**src/rtl/mmc1_pkg.sv**
```systemverilog
// Shared types and constants for the MMC1 serial mapper.
package mmc1_pkg;

  typedef enum logic [1:0] {
    BoardSnrom = 2'd0,
    BoardSurom = 2'd1,
    BoardSorom = 2'd2,
    BoardSxrom = 2'd3
  } board_e;

  typedef enum logic [1:0] {
    Prg32KLo    = 2'd0,
    Prg32KHi    = 2'd1,
    PrgFixFirst = 2'd2,
    PrgFixLast  = 2'd3
  } prg_mode_e;

  typedef enum logic [1:0] {
    MirOne0 = 2'd0,
    MirOne1 = 2'd1,
    MirVert = 2'd2,
    MirHorz = 2'd3
  } mirror_e;

  localparam logic [4:0] SHIFT_RESET = 5'b10000;
  localparam logic [4:0] CTRL_RESET  = 5'b01100;
  localparam logic [8:0] RAM_BASE    = 9'b111100000;
  localparam logic [4:0] CHR_BASE    = 5'b10000;

endpackage

```
**src/rtl/mmc1_serial_port.sv**
```systemverilog
// MMC1 serial loader: consecutive-write filter, 5-bit shift register and the
// four internal registers (control, chr0, chr1, prg).
module mmc1_serial_port
  import mmc1_pkg::*;
(
  input  logic       i_clk,
  input  logic       i_reset,
  input  logic       i_ce,
  input  logic       i_write,
  input  logic [2:0] i_addr_hi,  // CPU A15..A13
  input  logic       i_din7,
  input  logic       i_din0,
  output logic [4:0] o_ctrl,
  output logic [4:0] o_chr0,
  output logic [4:0] o_chr1,
  output logic [4:0] o_prg
);

  logic [4:0] r_shift;
  logic [4:0] r_ctrl;
  logic [4:0] r_chr0;
  logic [4:0] r_chr1;
  logic [4:0] r_prg;
  logic       r_filt;

  logic       w_accept;
  logic [4:0] w_value;

  // The filter drops the second of two back-to-back write cycles (RMW dummy+real).
  assign w_accept = i_ce & i_write & i_addr_hi[2] & ~r_filt;
  assign w_value  = {i_din0, r_shift[4:1]};

  always_ff @(posedge i_clk) begin
    if (i_reset) begin
      r_shift <= SHIFT_RESET;
      r_ctrl  <= CTRL_RESET;
      r_chr0  <= 5'd0;
      r_chr1  <= 5'd0;
      r_prg   <= 5'd0;
      r_filt  <= 1'b0;
    end else if (i_ce) begin
      r_filt <= i_write;
      if (w_accept) begin
        if (i_din7) begin
          r_shift <= SHIFT_RESET;
          r_ctrl  <= r_ctrl | CTRL_RESET;
        end else if (!r_shift[0]) begin
          r_shift <= w_value;
        end else begin
          // Marker bit reached bit 0: this is the fifth write, commit.
          r_shift <= SHIFT_RESET;
          unique case (i_addr_hi[1:0])
            2'd0: r_ctrl <= w_value;
            2'd1: r_chr0 <= w_value;
            2'd2: r_chr1 <= w_value;
            2'd3: r_prg  <= w_value;
          endcase
        end
      end
    end
  end

  assign o_ctrl = r_ctrl;
  assign o_chr0 = r_chr0;
  assign o_chr1 = r_chr1;
  assign o_prg  = r_prg;

endmodule

```
**src/rtl/mmc1_serial_mapper.sv**
```systemverilog
// MMC1 (SxROM) mapper: serial register port plus PRG/CHR/PRG-RAM address translation.
// Optional MMC1_WRAM_PROTECT_EN enables PRG-RAM disable via prg[4] (and chrsel[4] on SNROM).
module mmc1_serial_mapper
  import mmc1_pkg::*;
#(
  parameter int unsigned PRG_OUTER_W = 1,
  parameter int unsigned RAM_BANK_W  = 2,
  parameter int unsigned CHR_BANK_W  = 5
) (
  input  logic        i_clk,
  input  logic        i_reset,
  input  logic        i_ce,
  input  logic [1:0]  i_board_mode,
  input  logic [15:0] i_prg_ain,
  input  logic        i_prg_read,
  input  logic        i_prg_write,
  input  logic [7:0]  i_prg_din,
  output logic [21:0] o_prg_aout,
  output logic        o_prg_allow,
  input  logic [13:0] i_chr_ain,
  output logic [21:0] o_chr_aout,
  output logic        o_chr_allow,
  input  logic        i_chr_ram,
  output logic        o_vram_a10,
  output logic        o_vram_ce
);

  localparam logic [4:0] CHR_MASK = 5'((1 << CHR_BANK_W) - 1);
  localparam logic [1:0] RAM_MASK = 2'((1 << RAM_BANK_W) - 1);

  logic [4:0] w_ctrl;
  logic [4:0] w_chr0_raw;
  logic [4:0] w_chr1_raw;
  logic [4:0] w_prg;
  logic [4:0] w_chr0;
  logic [4:0] w_chr1;
  logic [4:0] w_chrsel;
  logic [3:0] w_prgsel;
  logic [1:0] w_ram_bank;
  logic       w_outer;
  logic       w_ram_win;
  logic       w_ram_en;
  logic       w_unused;
  board_e     w_board;

  mmc1_serial_port u_port (
    .i_clk     (i_clk),
    .i_reset   (i_reset),
    .i_ce      (i_ce),
    .i_write   (i_prg_write),
    .i_addr_hi (i_prg_ain[15:13]),
    .i_din7    (i_prg_din[7]),
    .i_din0    (i_prg_din[0]),
    .o_ctrl    (w_ctrl),
    .o_chr0    (w_chr0_raw),
    .o_chr1    (w_chr1_raw),
    .o_prg     (w_prg)
  );

  assign w_board = board_e'(i_board_mode);
  assign w_chr0  = w_chr0_raw & CHR_MASK;
  assign w_chr1  = w_chr1_raw & CHR_MASK;

  // Active CHR bank follows PPU A12 live; the board bits below derive from it too.
  assign w_chrsel = w_ctrl[4] ? (i_chr_ain[12] ? w_chr1 : w_chr0)
                              : {w_chr0[4:1], i_chr_ain[12]};

  always_comb begin
    w_outer    = 1'b0;
    w_ram_bank = 2'b00;
    unique case (w_board)
      BoardSnrom: ;
      BoardSurom: w_outer = w_chrsel[4];
      BoardSorom: w_ram_bank = {w_chrsel[3], 1'b0};
      BoardSxrom: begin
        w_outer    = w_chrsel[4];
        w_ram_bank = w_chrsel[3:2];
      end
    endcase
    if (PRG_OUTER_W == 0) w_outer = 1'b0;
    w_ram_bank = w_ram_bank & RAM_MASK;
  end

  always_comb begin
    w_prgsel = 4'h0;
    unique case (prg_mode_e'(w_ctrl[3:2]))
      Prg32KLo, Prg32KHi: w_prgsel = {w_prg[3:1], i_prg_ain[14]};
      PrgFixFirst:        w_prgsel = i_prg_ain[14] ? w_prg[3:0] : 4'h0;
      PrgFixLast:         w_prgsel = i_prg_ain[14] ? 4'hF : w_prg[3:0];
    endcase
  end

  assign w_ram_win = (i_prg_ain[15:13] == 3'b011);

`ifdef MMC1_WRAM_PROTECT_EN
  assign w_ram_en = ~w_prg[4] & ~((w_board == BoardSnrom) & w_chrsel[4]);
  assign w_unused = ^{i_prg_read, i_prg_din[6:1]};
`else
  assign w_ram_en = 1'b1;
  assign w_unused = ^{i_prg_read, i_prg_din[6:1], w_prg[4]};
`endif

  assign o_prg_aout  = w_ram_win ? {RAM_BASE | {7'd0, w_ram_bank}, i_prg_ain[12:0]}
                                 : {3'b000, w_outer, w_prgsel, i_prg_ain[13:0]};
  assign o_prg_allow = (i_prg_ain[15] & ~i_prg_write) | (w_ram_win & w_ram_en);

  assign o_chr_aout  = {CHR_BASE, w_chrsel, i_chr_ain[11:0]};
  assign o_chr_allow = i_chr_ram;
  assign o_vram_ce   = i_chr_ain[13];

  always_comb begin
    o_vram_a10 = 1'b0;
    unique case (mirror_e'(w_ctrl[1:0]))
      MirOne0: o_vram_a10 = 1'b0;
      MirOne1: o_vram_a10 = 1'b1;
      MirVert: o_vram_a10 = i_chr_ain[10];
      MirHorz: o_vram_a10 = i_chr_ain[11];
    endcase
  end

endmodule

```
**config.mk**
```make
export PLATFORM = sky130hd
export DESIGN_NAME = mmc1_serial_mapper
export DESIGN_NICKNAME = d
export VERILOG_FILES = /design/src/rtl/mmc1_pkg.sv /design/src/rtl/mmc1_serial_port.sv /design/src/rtl/mmc1_serial_mapper.sv
export SDC_FILE = /design/constraint.sdc
export NUM_CORES = 1
export LEC_CHECK = 0
export ABC_AREA = 1
export ABC_CLOCK_PERIOD_IN_PS = 1190
export CAP_MARGIN = 20
export CELL_PAD_IN_SITES_DETAIL_PLACEMENT = 0
export CELL_PAD_IN_SITES_GLOBAL_PLACEMENT = 1
export CORE_AREA = 5 5 86 88
export DETAILED_ROUTE_END_ITERATION = 10
export DIE_AREA = 0 0 91 93
export GPL_TIMING_DRIVEN = 1
export PLACE_DENSITY_LB_ADDON = 0.1
export SLEW_MARGIN = 40
export SYNTH_ARGS = -nofsm -noshare
export SYNTH_HDL_FRONTEND = slang
export SYNTH_SLANG_ARGS = --single-unit
export TNS_END_PERCENT = 20
```
**constraint.sdc**
```tcl
create_clock -name i_clk -period 1.19 [get_ports i_clk]
set_input_delay 0.119 -clock i_clk [delete_from_list [all_inputs] [get_ports i_clk]]
set_output_delay 0.119 -clock i_clk [all_outputs]
set_load 0.02 [all_outputs]
```
---- Yosys cells after proc, flatten, opt, wreduce, memory -nomap -nowiden ----
Index checks and enable logic that the tools add are counted.
cells by class
  eq/ne operators ......................... 13
  multiplexer cells ....................... 14
  bitwise gates (word level) .............. 8
  reductions and logical operators ........ 13
operators by type and width
  kind                                                 count
  2-to-1 mux 22 bit                                    1
  2-to-1 mux 4 bit                                     5
  2-to-1 mux 5 bit                                     4
  AND reduction 5 bit                                  4
  equality test 2 bit, second input constant           8
  case mux 4 bit (3 select lines)                      1
  equality test 2 x 1 -> 1 bit, second input constant  4
  zero test 2 bit                                      3
  AND 1 bit                                            4
  case mux 1 bit (4 select lines)                      1
  case mux 2 bit (2 select lines)                      1
  AND reduction 4 bit                                  1
  nonzero test 2 bit                                   2
  OR reduction 2 bit                                   2
  equality test 3 x 2 -> 1 bit, second input constant  1
  inverter 1 bit                                       3
  AND reduction 2 bit                                  1
  2-to-1 mux 1 bit                                     1
  bitwise OR 1 bit                                     1
storage, ports and cells
  register bits after elaboration ......... 25
  input bits .............................. 46
  output and inout port bits .............. 48
  word-level logic and storage cells ...... 55

---- Longest topological paths before layout ----
  word-level depth ........................ 4
  mapped depth ............................ 8
  mapped depth without buffers ............ 7

---- By module ----
Synthesis repeated with hierarchy kept, for this count alone.
unflattened totals
  cells, all modules ...................... 287
  area total of the unflattened synthesis .. 1834.3 µm²
by module, submodules not included
  module              instances  cells each  area an instance (µm²)
  mmc1_serial_port    1          192         1301.2
  mmc1_serial_mapper  1          95          533.0

---- Least setup slack after synthesis ----
Ideal clock, no wire load.
  kind .................................... register to output
  start ................................... register u_port.r_ctrl[4] (netlist: u_port.o_ctrl[4])
  end ..................................... output o_prg_aout[13]
  data arrival time ....................... 1060 ps
  required time ........................... 1071 ps
  slack ................................... 11 ps
  stages on the path, launching flop included .. 6
  buffers on the path ..................... 0
  path through ............................ dfxtp_1 -> nand2_1 -> nand2_1 -> nand2_1 -> nand3_1 -> o21ai_0
on the way
  longest elaborated chain between the ends .. 3
ends and longest elaborated chain
  element                          RTL line                   source
  from (decl)                      mmc1_serial_port.sv:20     logic [4:0] r_ctrl;
  from (signal assigned)           mmc1_serial_port.sv:46     r_ctrl <= r_ctrl | CTRL_RESET;
  from (signal assigned)           mmc1_serial_port.sv:53     2'd0: r_ctrl <= w_value;
  2-to-1 mux 5 bit                 mmc1_serial_mapper.sv:65   assign w_chrsel = w_ctrl[4] ? (i_chr_ain[12] ? w_chr1 : w_chr0)
  named net o_chr_aout[14]         mmc1_serial_mapper.sv:21   output logic [21:0] o_chr_aout,
  case mux 2 bit (2 select lines)  mmc1_serial_mapper.sv:71   unique case (w_board)
  2-to-1 mux 22 bit                mmc1_serial_mapper.sv:103  assign o_prg_aout = w_ram_win ? {RAM_BASE | {7'd0, w_ram_bank}, i_prg_ain[12:0]}
  to (decl)                        mmc1_serial_mapper.sv:18   output logic [21:0] o_prg_aout,
The timed path passes the listed nets, and every way through them passes these cells.

---- Worst setup path after layout ----
  start ................................... register u_port.r_ctrl[4] (netlist: u_port.o_ctrl[4])
  end ..................................... output o_chr_aout[13]
on the way
  longest elaborated chain between the ends .. 1
ends and longest elaborated chain
  element           RTL line
  2-to-1 mux 5 bit  mmc1_serial_mapper.sv:65
  to (decl)         mmc1_serial_mapper.sv:21
No other way between the ends.

==> flow_metrics.py <==
metrics = {
    "floorplanning": {
        "initial_utilization_pct": 23.9,
        "dieArea_um2": 8460,
        "core-area_um2": 6570,
        "die_h_um": 93,
        "fp.dieW_um": 91,
        "io_pins": 94,
        "fp-row-count": 30,
    },
    "clock_network": {
        "cts.sinks": 25,
        "clock_path_buffers": 2,
        "clockRootBuffer": "clkbuf_8",
        "cts_made_buffers": 3,
        "clkLatencyLatePin_ns": 0.26,
        "cts_tree": "done",
        "cts.clk_slew.worst_paths_ns": 0.08,
        "cts_htree_levels": 1,
    },
    "global_route": {
        "grt_pass1_wl_mm": 7.13,
        "grt_pass1_vias": 1441,
        "grt_usage_pct": 10.2,
        "grt_max_degree": 14,
        "grt_overflow": 0,
        "antenna_found_initial": 0,
    },
    "power": {
        "power_w": 0.00168,
        "power_density_nw_per_um2": 827,
        "ir_drop_mv": 0.389,
        "leakagePower_nw": 0.868,
    },
    "synthesis": {
        "ys_seq_area_share_pct": 31.8,
        "yosysWarnings": 0,
        "synthTopCellsByArea": "dfxtp_1, buf_4, nand2_1",
        "ys_ff_latch": 25,
        "postSynthAreaPerCell_um2": 6.83,
        "syn_inst": 230,
        "synth.distinct_cells": 22,
        "synth_top_area_share_pct": 31.8,
        "yosysTopAreaCell": "dfxtp_1",
        "synth_area_um2": 1570,
    },
    "critical_path": {
        "critPathMaxFanout": 5,
        "arrival_ns": 1.19,
        "cp-start-kind": "flip-flop",
        "worstSetupEndpointType": "output pin",
        "critical_path_required_ns": 1.07,
        "crit_type": "reg -> out",
    },
    "placement": {
        "port_buffers": 31,
        "dp_worst_setup_slack_ns": -0.816,
        "gp_congestion": 0.696,
        "hpwl_mm": 3.47,
    },
    "sta": {
        "hold_viol": 0,
        "fin_crit_ns": 1.31,
        "fin_skew_ns": 0.00218,
        "setup_violations": 11,
        "period_share_pct": 110,
        "holdWs_ns": 0.238,
        "fmax_mhz": 765,
        "fin_ws_ns": -0.118,
        "rsz0062_at_grt": "yes",
        "drv_slew": 0,
    },
    "final_layout": {
        "nets": 301,
        "drive_gt1_share_pct": 33.5,
        "diodes": 0,
        "layout_common_cells": "nand2_1, nor2_1, buf_4",
        "syn2layout_area_growth_pct": 28.8,
    },
    "outcome": {
        "violations": "setup timing",
        "status": "finished, violations left",
    },
    "routing": {
        "drc": 0,
        "ant_nets": 0,
        "wirelength_mm": 4.20,
        "num_vias": 1407,
        "firstDrtPassIters": 4,
        "vias_per_cell": 4.21,
        "dr.first_iter.drc_count": 48,
        "wl_per_cell_um": 12.6,
    },
    "hold_path": {
        "hold_class": "in -> out",
    },
    "job": {
        "timing.max_cap.violations": 0,
    },
}
[cells by family (layout without fill, tap and decap cells)]
group / count (synthesis) / count (layout) / synth area share [%]
buf+inv: 61 / 82 / 25.0
flops: 25 / 25 / 31.8
other cells: 2 / 5 / 0.478
simple gates: 113 / 113 / 32.2
mux: 1 / 1 / 0.717
compound gates: 28 / 28 / 9.79
[routing by layer]
metal	part of all wire [%]	vias up	GRT usage [%]
li1	-	751	-
met1	45	626	13.0
met2	49	24	17.1
met3	5.8	6	3.06
met4	0.60	0	2.08
met5	0	-	0
[worst max-delay path, stage by stage (launching register included)]
cell and delay, ns:
dfxtp_4 0.39, nand2_4 0.08, mux2_4 0.32, buf_6 0.13
[power breakdown]
group | switching (W) | internal [W] | total [W] | leakage, nW
clock network | 0.000262 | 0.000239 | 0.000501 | 0.0228
logic | 0.000182 | 0.000144 | 0.000326 | 0.642
registers | 0.00000857 | 0.000839 | 0.000848 | 0.203
[cells in the mapped netlist]
library cell,number
nand2_1,43
nor2_1,36
buf_4,35
dfxtp_1,25
inv_1,17
nand3_1,15
a21oi_1,14
nand4_1,13
o21ai_0,8
buf_6,4
nor2_4,3
buf_2,2
conb_1,2
inv_2,2
nor2_2,2
o211ai_1,2
o21a_1,2
a31oi_1,1
clkinv_1,1
mux2_2,1
nand2_2,1
o21bai_1,1
[area by class of cell]
cell class / count / area, um2
Fill cell: 760 / 4540
Timing Repair Buffer: 58 / 490
Tap cell: 80 / 100
Multi-Input combinational cell: 147 / 797
Clock buffer: 4 / 45.0
Sequential cell: 25 / 512
Inverter: 20 / 80.1
[sequential cells by signal, summed over array words and instances (netlist names)]
register,flops
u_port.o_chr0,5
u_port.o_chr1,5
u_port.o_ctrl,5
u_port.r_shift,5
u_port.o_prg,4
u_port.r_filt,1
[final timing paths]
check / startpoint / endpoint / slack [ns] / cells past startpoint
max reg2reg: u_port.r_filt / u_port.o_prg[2] / 0.02 / 7
min reg2reg: u_port.o_chr0[4] / u_port.o_chr0[4] / 0.49 / 2
max: u_port.o_ctrl[4] / o_chr_aout[13] / -0.12 / 3
min: i_chr_ain[0] / o_chr_aout[0] / 0.24 / 0
[what timing repair did]
action / 4_1_cts / 5_1_grt
hold buffers: 0 / 0
pin swaps: 5 / 2
setup endpoints to repair: 36 / 39
endpoints found under the hold margin: 0 / 0
setup buffers: 1 / 0
gates resized for setup: 105 / 35
[metrics by stage]
| step | instance area (um2) | TNS [ns] | utilization, % | cells |
|---|---|---|---|---|
| 6_report | 2020 | -0.704 | 30.8 | 334 |
| 5_1_grt | 2020 | -2.85 | 30.8 | 334 |
| 4_1_cts | 1960 | -1.15 | 29.8 | 334 |
| 3_5_place_dp | 1870 | -18.28 | 28.5 | 329 |
| 3_3_place_gp | 1870 | -18.24 | 28.5 | 329 |
| 2_1_floorplan | 1580 | 0 | - | 233 |
Power figures use the tool's default switching activity.
